$ cat config.mk
export PLATFORM = sky130hd
export DESIGN_NAME = alu_operand_stage_flat
export DESIGN_NICKNAME = d
export VERILOG_FILES = /design/src/rtl/nand_cpu_pkg.sv /design/src/rtl/alu_input_ifc.sv /design/src/rtl/nand_regfile.sv /design/src/rtl/alu_operand_stage.sv /design/src/flat_wrapper.sv
export SDC_FILE = /design/constraint.sdc
export NUM_CORES = 1
export LEC_CHECK = 0
export CAP_MARGIN = 20
export CORE_ASPECT_RATIO = 0.9
export CORE_MARGIN = 2
export CORE_UTILIZATION = 35
export DETAILED_ROUTE_END_ITERATION = 8
export PLACE_DENSITY = 0.55
export SLEW_MARGIN = 10
export SYNTH_ARGS = -nofsm -noshare
export SYNTH_HDL_FRONTEND = slang
export SYNTH_SLANG_ARGS = --single-unit
export TNS_END_PERCENT = 20
$ cat constraint.sdc
create_clock -name clk -period 7 [get_ports clk]
set_clock_uncertainty 0.15 [all_clocks]
set_input_delay 1.05 -clock clk [delete_from_list [all_inputs] [get_ports clk]]
set_output_delay 1.05 -clock clk [all_outputs]
set_load 0.05 [all_outputs]
$ cat src/rtl/nand_cpu_pkg.sv
// Shared types and sizing for the NAND CPU operand-issue path.
// ALU opcodes, register-file geometry and the decoded-instruction record.
package nand_cpu_pkg;

  localparam int DATA_W    = 16;
  localparam int NUM_REGS  = 8;
  localparam int REG_IDX_W = $clog2(NUM_REGS);
  localparam int IMM_W     = 6;

  typedef enum logic [2:0] {
    ALU_CL   = 3'd0,
    ALU_CP   = 3'd1,
    ALU_NAND = 3'd2,
    ALU_LS   = 3'd3,
    ALU_RS   = 3'd4,
    ALU_EQ   = 3'd5,
    ALU_NE   = 3'd6,
    ALU_LI   = 3'd7
  } ALU_OP;

  typedef struct packed {
    ALU_OP                op;
    logic [REG_IDX_W-1:0] rs0;
    logic [REG_IDX_W-1:0] rs1;
    logic [REG_IDX_W-1:0] rd;
    logic                 use_imm;
    logic [IMM_W-1:0]     imm;
  } issue_t;

  function automatic logic [DATA_W-1:0] zext_imm(input logic [IMM_W-1:0] imm);
    return {{(DATA_W-IMM_W){1'b0}}, imm};
  endfunction

  function automatic logic is_binary(input ALU_OP op);
    return (op == ALU_NAND) || (op == ALU_LS) || (op == ALU_RS) ||
           (op == ALU_EQ)   || (op == ALU_NE);
  endfunction

endpackage

$ cat src/rtl/alu_input_ifc.sv
// Operand bundle presented to the ALU: two data operands plus the opcode.
// The issue stage drives it through the out modport; the ALU reads through alu.
interface alu_input_ifc
  import nand_cpu_pkg::*;
  ();

  logic [DATA_W-1:0] op0;
  logic [DATA_W-1:0] op1;
  ALU_OP             alu_op;

  modport out (output op0, output op1, output alu_op);
  modport alu (input  op0, input  op1, input  alu_op);

endinterface

$ cat src/rtl/nand_regfile.sv
// Architectural register file: three read ports, one write port, reset to zero.
// Reads see a same-cycle write to the same index, so callers never get stale data.
module nand_regfile
  import nand_cpu_pkg::*;
(
  input  logic                 clk,
  input  logic                 rst,
  input  logic [REG_IDX_W-1:0] i_rs0_idx,
  input  logic [REG_IDX_W-1:0] i_rs1_idx,
  input  logic [REG_IDX_W-1:0] i_rd_idx,
  output logic [DATA_W-1:0]    o_rs0_data,
  output logic [DATA_W-1:0]    o_rs1_data,
  output logic [DATA_W-1:0]    o_rd_data,
  input  logic                 i_we,
  input  logic [REG_IDX_W-1:0] i_wa,
  input  logic [DATA_W-1:0]    i_wd
);

  logic [DATA_W-1:0] r_regs [NUM_REGS];

  always_ff @(posedge clk or posedge rst) begin
    if (rst) begin
      for (int i = 0; i < NUM_REGS; i++) r_regs[i] <= '0;
    end else if (i_we) begin
      r_regs[i_wa] <= i_wd;
    end
  end

  logic w_hit_rs0, w_hit_rs1, w_hit_rd;

  assign w_hit_rs0 = i_we && (i_wa == i_rs0_idx);
  assign w_hit_rs1 = i_we && (i_wa == i_rs1_idx);
  assign w_hit_rd  = i_we && (i_wa == i_rd_idx);

  assign o_rs0_data = w_hit_rs0 ? i_wd : r_regs[i_rs0_idx];
  assign o_rs1_data = w_hit_rs1 ? i_wd : r_regs[i_rs1_idx];
  assign o_rd_data  = w_hit_rd  ? i_wd : r_regs[i_rd_idx];

endmodule

$ cat src/rtl/alu_operand_stage.sv
// Operand-issue stage in front of the ALU: bypassed operand read, pending-register
// scoreboard with hazard stall, and a one-entry output register toward the ALU.
module alu_operand_stage
  import nand_cpu_pkg::*;
(
  input  logic                 clk,
  input  logic                 rst,

  input  logic                 in_valid,
  output logic                 in_ready,
  input  ALU_OP                in_op,
  input  logic [REG_IDX_W-1:0] in_rs0,
  input  logic [REG_IDX_W-1:0] in_rs1,
  input  logic [REG_IDX_W-1:0] in_rd,
  input  logic                 in_use_imm,
  input  logic [IMM_W-1:0]     in_imm,

  alu_input_ifc.out            out,
  output logic                 out_valid,
  input  logic                 out_ready,
  output logic [REG_IDX_W-1:0] out_rd,

  input  logic                 wb_valid,
  input  logic [REG_IDX_W-1:0] wb_rd,
  input  logic [DATA_W-1:0]    wb_data
);

  issue_t w_issue;
  assign w_issue = '{op: in_op, rs0: in_rs0, rs1: in_rs1, rd: in_rd,
                     use_imm: in_use_imm, imm: in_imm};

  logic [DATA_W-1:0] w_rs0_val, w_rs1_val, w_rd_val;

  nand_regfile u_regfile (
    .clk        (clk),
    .rst        (rst),
    .i_rs0_idx  (w_issue.rs0),
    .i_rs1_idx  (w_issue.rs1),
    .i_rd_idx   (w_issue.rd),
    .o_rs0_data (w_rs0_val),
    .o_rs1_data (w_rs1_val),
    .o_rd_data  (w_rd_val),
    .i_we       (wb_valid),
    .i_wa       (wb_rd),
    .i_wd       (wb_data)
  );

  logic [NUM_REGS-1:0] r_pending;
  logic [NUM_REGS-1:0] w_pending_nxt;

  // A pending register only blocks if this cycle's writeback is not resolving it.
  function automatic logic blocks(input logic [NUM_REGS-1:0] pend,
                                  input logic [REG_IDX_W-1:0] idx,
                                  input logic wv,
                                  input logic [REG_IDX_W-1:0] wrd);
    return pend[idx] && !(wv && (wrd == idx));
  endfunction

  logic w_use_rs0, w_use_rs1, w_hazard, w_accept;

  always_comb begin
    w_use_rs0 = 1'b0;
    w_use_rs1 = 1'b0;
    if (w_issue.op == ALU_CP) begin
      w_use_rs0 = 1'b1;
    end else if (is_binary(w_issue.op)) begin
      w_use_rs0 = 1'b1;
      w_use_rs1 = !w_issue.use_imm;
    end
  end

  // The rd check covers both WAW and the read-modify source of LI.
  assign w_hazard = (w_use_rs0 && blocks(r_pending, w_issue.rs0, wb_valid, wb_rd)) ||
                    (w_use_rs1 && blocks(r_pending, w_issue.rs1, wb_valid, wb_rd)) ||
                    blocks(r_pending, w_issue.rd, wb_valid, wb_rd);

  assign in_ready = !w_hazard && (!out_valid || out_ready);
  assign w_accept = in_valid && in_ready;

  logic [DATA_W-1:0] w_op0, w_op1;

  always_comb begin
    w_op0 = '0;
    w_op1 = '0;
    case (w_issue.op)
      ALU_CL: begin
        w_op0 = '0;
        w_op1 = '0;
      end
      ALU_CP: begin
        w_op0 = w_rs0_val;
        w_op1 = '0;
      end
      ALU_LI: begin
        w_op0 = w_rd_val;
        w_op1 = zext_imm(w_issue.imm);
      end
      default: begin
        w_op0 = w_rs0_val;
        w_op1 = w_issue.use_imm ? zext_imm(w_issue.imm) : w_rs1_val;
      end
    endcase
  end

  // Clear first, then set, so a same-index set wins over the writeback clear.
  always_comb begin
    w_pending_nxt = r_pending;
    if (wb_valid) w_pending_nxt[wb_rd] = 1'b0;
    if (w_accept) w_pending_nxt[w_issue.rd] = 1'b1;
  end

  always_ff @(posedge clk or posedge rst) begin
    if (rst) r_pending <= '0;
    else     r_pending <= w_pending_nxt;
  end

  logic                 r_out_valid;
  logic [DATA_W-1:0]    r_op0, r_op1;
  ALU_OP                r_alu_op;
  logic [REG_IDX_W-1:0] r_out_rd;

  always_ff @(posedge clk or posedge rst) begin
    if (rst) begin
      r_out_valid <= 1'b0;
      r_op0       <= '0;
      r_op1       <= '0;
      r_alu_op    <= ALU_CL;
      r_out_rd    <= '0;
    end else if (w_accept) begin
      r_out_valid <= 1'b1;
      r_op0       <= w_op0;
      r_op1       <= w_op1;
      r_alu_op    <= w_issue.op;
      r_out_rd    <= w_issue.rd;
    end else if (out_ready) begin
      r_out_valid <= 1'b0;
    end
  end

  assign out_valid  = r_out_valid;
  assign out_rd     = r_out_rd;
  assign out.op0    = r_op0;
  assign out.op1    = r_op1;
  assign out.alu_op = r_alu_op;

endmodule
$ cat src/flat_wrapper.sv
// flat-port wrapper written by rule: the top's interface ports become plain ports
module alu_operand_stage_flat import nand_cpu_pkg::*;
  (clk, rst, in_valid, in_ready, in_op, in_rs0, in_rs1, in_rd, in_use_imm, in_imm, out_valid, out_ready, out_rd, wb_valid, wb_rd, wb_data, out_op0, out_op1, out_alu_op);
  alu_input_ifc out_i ();
  input  logic clk;
  input  logic rst;
  input  logic in_valid;
  output logic in_ready;
  input  ALU_OP in_op;
  input  logic [REG_IDX_W-1:0] in_rs0;
  input  logic [REG_IDX_W-1:0] in_rs1;
  input  logic [REG_IDX_W-1:0] in_rd;
  input  logic in_use_imm;
  input  logic [IMM_W-1:0] in_imm;
  output logic out_valid;
  input  logic out_ready;
  output logic [REG_IDX_W-1:0] out_rd;
  input  logic wb_valid;
  input  logic [REG_IDX_W-1:0] wb_rd;
  input  logic [DATA_W-1:0] wb_data;
  output wire logic [$bits(out_i.op0)-1:0] out_op0;
  output wire logic [$bits(out_i.op1)-1:0] out_op1;
  output wire logic [$bits(out_i.alu_op)-1:0] out_alu_op;
  assign out_op0 = out_i.op0;
  assign out_op1 = out_i.op1;
  assign out_alu_op = out_i.alu_op;
  alu_operand_stage u_core (.clk(clk), .rst(rst), .in_valid(in_valid), .in_ready(in_ready), .in_op(in_op), .in_rs0(in_rs0), .in_rs1(in_rs1), .in_rd(in_rd), .in_use_imm(in_use_imm), .in_imm(in_imm), .out(out_i), .out_valid(out_valid), .out_ready(out_ready), .out_rd(out_rd), .wb_valid(wb_valid), .wb_rd(wb_rd), .wb_data(wb_data));
endmodule
==> impl_metrics.toml, run 1 <==
[outcome]
outcome = "completed"

[clock_tree]
post_cts_buffers = 0
clock_path_buffers = 2
h-tree-depth = 4
cts_tree = "done"
clkLatencyLatePin_ns = 0.44
cts.clk_slew.worst_paths_ns = 0.07
cts_resized = 0
cts-root-buf = "clkbuf_16"
ctsHoldBuffers = 0
clock-sinks = 175
numCtsBuffers = 17

[drt]
drcViolationCount = 0
num_vias = 7104
dr.pass1.iters = 5
drt_iter0_drc = 609
wl_per_cell_um = 25.2
vias_per_cell = 5.88
wl_um = 30400
ant_nets = 0

[sta]
setup_viol = 0
finalCritPeriodShare = 0.739
drv_slew = 0
fmax_mhz = 193
grt_setup_unrepaired = "false"
finalHoldViolations = 0
fin_crit_ns = 5.17
holdWs_ns = 0.336
tightestPinTransition_ns = 1.20
tns_ns = 0
slew_headroom = 0.199

[final_layout]
final_util = 0.411
fin_nets = 835
areaGrowthSynthToFinish_pct = 16.4
num_antenna_cells = 0
final_layout_size_suffix_gt1_frac = 0.410

[critical_path]
worstPathCellList = "clkdlybuf4s50_1 > buf_4 > xnor2_1 > and4_1 > buf_4 > nor3_1 > nor3b_1 > clkdlybuf4s50_1"
worstSetupPathType = "input port to output port"
slowest_delay_ns = 0.88
worstPathRequired_ns = 5.80
end_kind = "output port"
crit_path_max_fanout = 33
slowest_stage = "clkdlybuf4s50_1"
start_kind = "input port"
cp_num_buf_inv = 4
critical_path_arrival_ns = 3.97
cp_top_family = "buffers and inverters"

[power]
power_leakage_uw = 0.00474
irDropWorstVdd_mv = 0.236
p_per_area_nw_per_um2 = 328

[synth]
synth.area.top_cells = "dfrtp_1 42%, mux4_2 22%, mux2_2 18%"
synthTopCellsByCount = "175 x dfrtp_1, 164 x mux2_2, 100 x mux4_2"
synth_cell_types = 41
ys_warn_count = 0
dominantRegCellSynth = "dfrtp_1"
yosysTopAreaCell = "dfrtp_1"
synth-seq-cells = 175
synth_edf_count = 0
synth_most_common_cell = "dfrtp_1"
synth_area_um2 = 10500
syn_avg_cell_area_um2 = 13.9
synth_top_cell_area_share = 0.419
syn_inst = 750
async_flop_share = 1.00
ys_seq_area_frac = 0.419
synth_fp_nets = 793

[global_route]
grt_most_used_layer = "met1"
met2_usage = 0.301
use_met1 = 0.301
grt_pass1_vias = 7457
overflow = 0
grt_pass1_wl_um = 46800
antenna_found_initial = 0
grt_start_max_net_pins = 68
track_usage = 0.202
use_met3 = 0.0433

[floorplanning]
ios = 83
initial_core_util = 0.353
rows = 60
die_h_um = 168
core_region_area_um2 = 29700
die_area_um2 = 31300
die-width_um = 186

[place]
port_buffers = 82
dp_hpwl_um = 18300
gp_congestion = 0.780

[min_path]
min_path_type = "register to register"

[job]
cap_violations = 0
-- cells in the final DEF, fill, tap and decap left out, types with 6 or more instances in the layout --
cell type | Yosys | routed
mux2_1 | 21 | 21
mux2i_1 | 17 | 17
a211oi_1 | 17 | 17
mux4_2 | 100 | 100
a32o_1 | 8 | 8
clkbuf_16 | 0 | 17
o31ai_1 | 15 | 15
dfrtp_1 | 175 | 175
a22oi_1 | 17 | 17
xnor2_1 | 9 | 9
nand2_1 | 10 | 10
nand3_1 | 10 | 8
buf_2 | 16 | 6
o21ai_0 | 15 | 15
buf_4 | 0 | 20
clkdlybuf4s50_1 | 0 | 76
nor2b_1 | 23 | 23
nor2_1 | 18 | 18
mux2_2 | 164 | 164
inv_1 | 7 | 6
a21oi_1 | 10 | 10
-- per-stage QoR --
stage	cell area, um^2	total power, uW	instances	setup WS [ns]
final	12200	3990	1208	1.83
after global routing	12200	4200	1208	1.72
after CTS	12200	4020	1207	1.89
after detailed placement	11600	3060	1175	1.91
after global placement	11600	3050	1175	1.90
after floorplan	10500	2600	750	1.05
-- flip-flops by register name (all words and copies together), names as in the netlist --
| name | flops |
|---|---|
| u_core.u_regfile.r_regs | 128 |
| u_core.out.op0 | 16 |
| u_core.out.op1 | 16 |
| u_core.r_pending | 8 |
| u_core.out.alu_op | 3 |
| u_core.out_rd | 3 |
| u_core.out_valid | 1 |
-- report_power, final --
| part | internal (uW) | total (uW) | switching [uW] |
|---|---|---|---|
| registers | 1300 | 1540 | 241 |
| clock network | 508 | 947 | 439 |
| logic | 739 | 1500 | 765 |
| total | 2540 | 3990 | 1450 |
-- worst reg2reg max path: cells and delay by family (launching register included) --
kind / cells / cell delay [ns]
buffers and inverters: 1 / 0.49
flip-flops: 1 / 0.42
AND/OR/NAND/NOR: 2 / 0.95
multiplexers: 3 / 1.14
-- logic make-up (layout without fill, tap and decap cells) --
logic type,Yosys count,in the layout,share of synthesized area
buf+inv,87,142,0.0361
flops,175,175,0.419
compound gates,93,93,0.0629
xor+xnor,9,9,0.00754
mux,302,302,0.431
simple gates,84,84,0.0441
-- per-layer routing --
layer  share of wire  wire length (um)
met5               0                 0
met2            0.44             13500
met1            0.48             14500
met4           0.014               422
met3           0.067              2020
-- worst paths after layout --
path                       slack (ns)                                 endpoint  depth (start not counted)                           start
max                              1.83                                 in_ready                          8                       in_rs0[2]
max in group asynchronous        4.43           u_core.out.op1[15]$_DFFE_PP0P_                          3                             rst
min in group asynchronous        0.93  u_core.u_regfile.r_regs[70]$_DFFE_PP0P_                          2                             rst
min                              0.34           u_core.out.op0[13]$_DFFE_PP0P_                          1  u_core.out.op0[13]$_DFFE_PP0P_
min reg2reg                      0.34           u_core.out.op0[13]$_DFFE_PP0P_                          1  u_core.out.op0[13]$_DFFE_PP0P_
max reg2reg                      3.74           u_core.out.op1[10]$_DFFE_PP0P_                          6   u_core.r_pending[5]$_DFF_PP0_
-- final cells by class --
cell class	instances	area, um^2
Tap cell	403	504
Inverter	7	31.3
Fill cell	2775	17500
Timing Repair Buffer	103	952
Sequential cell	175	4380
Clock inverter	13	129
Clock buffer	19	443
Multi-Input combinational cell	488	5740
Note: power is estimated with default switching activity, not from simulation.
==> inputs of run 2 (changes only) <==
==> constraint.sdc (replaced) <==
create_clock -name clk -period 4.9 [get_ports clk]
set_clock_uncertainty 0.15 [all_clocks]
set_input_delay 0.735 -clock clk [delete_from_list [all_inputs] [get_ports clk]]
set_output_delay 0.735 -clock clk [all_outputs]
set_load 0.05 [all_outputs]
==> run 2 against run 1 <==
Total power grew 44%. Register-to-register slack lost 1.5 ns. Global-route usage shrank 0.50 points. Wire length shrank 2.1%. Count of clock-buffer cells in the layout grew 1. Die area is the same. Worst setup slack lost 0.87 ns. Critical endpoint unchanged.
==> impl_metrics.toml, run 2 (same netlist as run 1, synthesis figures left out) <==
[clock_tree]
clkLatencyLatePin_ns = 0.43
cts.clk_slew.worst_paths_ns = 0.07
post_cts_buffers = 0
ctsHoldBuffers = 0
cts-root-buf = "clkbuf_16"
clock_path_buffers = 2
h-tree-depth = 4
numCtsBuffers = 17
cts_resized = 0
clock-sinks = 175
cts_tree = "done"

[drt]
wl_per_cell_um = 24.5
wl_um = 29700
drt_iter0_drc = 677
vias_per_cell = 5.81
num_vias = 7043
drcViolationCount = 0
dr.pass1.iters = 5
ant_nets = 0

[floorplanning]
die-width_um = 186
die_h_um = 168
initial_core_util = 0.353
die_area_um2 = 31300
rows = 60
core_region_area_um2 = 29700
ios = 83

[critical_path]
start_kind = "input port"
r2r-end = "u_core.out.op1[9]$_DFFE_PP0P_"
cp_num_buf_inv = 2
cp-startpoint = "in_rd[0]"
cp_num_cells = 6
slowest_stage = "clkdlybuf4s50_1"
reg2reg_slack_ns = 2.22
worstPathCellList = "clkdlybuf4s50_1 > xnor2_1 > nand4_1 > a32oi_1 > nor3b_1 > buf_12"
slowest_delay_ns = 0.71
worstPathRequired_ns = 4.01
crit_path_max_fanout = 12
timing.rr.start = "u_core.r_pending[5]$_DFF_PP0_"
cp_top_family = "buffers and inverters"
r2r_cells = 6
cp-endpoint = "in_ready"
critical_path_arrival_ns = 3.06
end_kind = "output port"
worstSetupPathType = "input port to output port"

[final_layout]
largest_register_ffs = 128
final_cell_mix = "175 x dfrtp_1, 164 x mux2_2, 100 x mux4_2, 75 x clkdlybuf4s50_1, 26 x buf_4"
regMostFlops = "u_core.u_regfile.r_regs"
fin_nets = 841
final_util = 0.413
final_layout_size_suffix_gt1_frac = 0.410
final_common_cell = "dfrtp_1"
areaGrowthSynthToFinish_pct = 17.1

[sta]
grt_setup_unrepaired = "false"
tightestPinTransition_ns = 1.07
slew_headroom = 0.287
fin_crit_ns = 3.95
setup_viol = 0
finalHoldViolations = 0
fmax_mhz = 253
finalCritPeriodShare = 0.805
drv_slew = 0
tns_ns = 0

[outcome]
outcome = "completed"

[power]
power_leakage_uw = 0.00477
irDropWorstVdd_mv = 0.263
p_per_area_nw_per_um2 = 469

[global_route]
antenna_found_initial = 1
overflow = 0
grt_pass1_vias = 7261
grt_pass1_wl_um = 45700
track_usage = 0.197
grt_start_max_net_pins = 176

[place]
gp_congestion = 0.790
dp_hpwl_um = 18200
port_buffers = 82

[min_path]
hold_depth = 1
min_path_type = "register to register"

[job]
cap_violations = 0
run 2: changes by cell type in the layout (fill, tap and decap cells not counted), moves of 4 or more:
cell | before | now
clkinv_4 | 4 | 0
clkinvlp_4 | 1 | 5
inv_6 | 5 | 1
buf_4 | 20 | 26
run 2: how the worst min path moves through the flow:
stage	from	to	slack, ns
after floorplan	u_core.r_pending[6]$_DFF_PP0_	u_core.r_pending[6]$_DFF_PP0_	0.35
after global placement	u_core.out.op0[2]$_DFFE_PP0P_	u_core.out.op0[2]$_DFFE_PP0P_	0.32
after detailed placement	u_core.out.op0[14]$_DFFE_PP0P_	u_core.out.op0[14]$_DFFE_PP0P_	0.33
after CTS	u_core.out.op0[14]$_DFFE_PP0P_	u_core.out.op0[14]$_DFFE_PP0P_	0.34
after global routing	u_core.out.op0[4]$_DFFE_PP0P_	u_core.out.op0[4]$_DFFE_PP0P_	0.36
final	u_core.out.op0[14]$_DFFE_PP0P_	u_core.out.op0[14]$_DFFE_PP0P_	0.33
run 2: through the flow:
stage	setup slack (ns)	hold WS, ns	cells	power [uW]	cell area (um^2)
global route	0.783	0.360	1213	6030	12200
global placement	1.03	0.320	1182	4360	11700
finish	0.953	0.332	1213	5740	12200
floorplan	1.00	0.348	750	3720	10500
CTS	1.01	0.341	1212	5790	12200
detailed placement	1.01	0.325	1182	4380	11700
run 2: cell type report:
cell class                 count  area (um^2)
clock inverter                10          139
multi-input combinational    488         5730
inverter                       7         30.0
sequential                   175         4380
fill                        2724        17400
clock buffer                  20          447
antenna                        1         2.50
tap                          403          504
timing repair buffer         109         1020
run 2: metal layers:
| layer | global-route usage | vias up | routed length [um] |
|---|---|---|---|
| li1 | - | 3028 | - |
| met1 | 0.292 | 3723 | 14100 |
| met2 | 0.294 | 269 | 13200 |
| met3 | 0.0472 | 23 | 2070 |
| met4 | 0.0435 | 0 | 420 |
| met5 | 0 | - | 0 |
run 2: report_power, final:
| group | internal, uW | leakage [uW] | switching [uW] | total (uW) |
|---|---|---|---|---|
| Sequential | 1850 | 0.00213 | 331 | 2180 |
| Combinational | 1070 | 0.00236 | 1100 | 2170 |
| Clock | 811 | 0.000274 | 584 | 1390 |
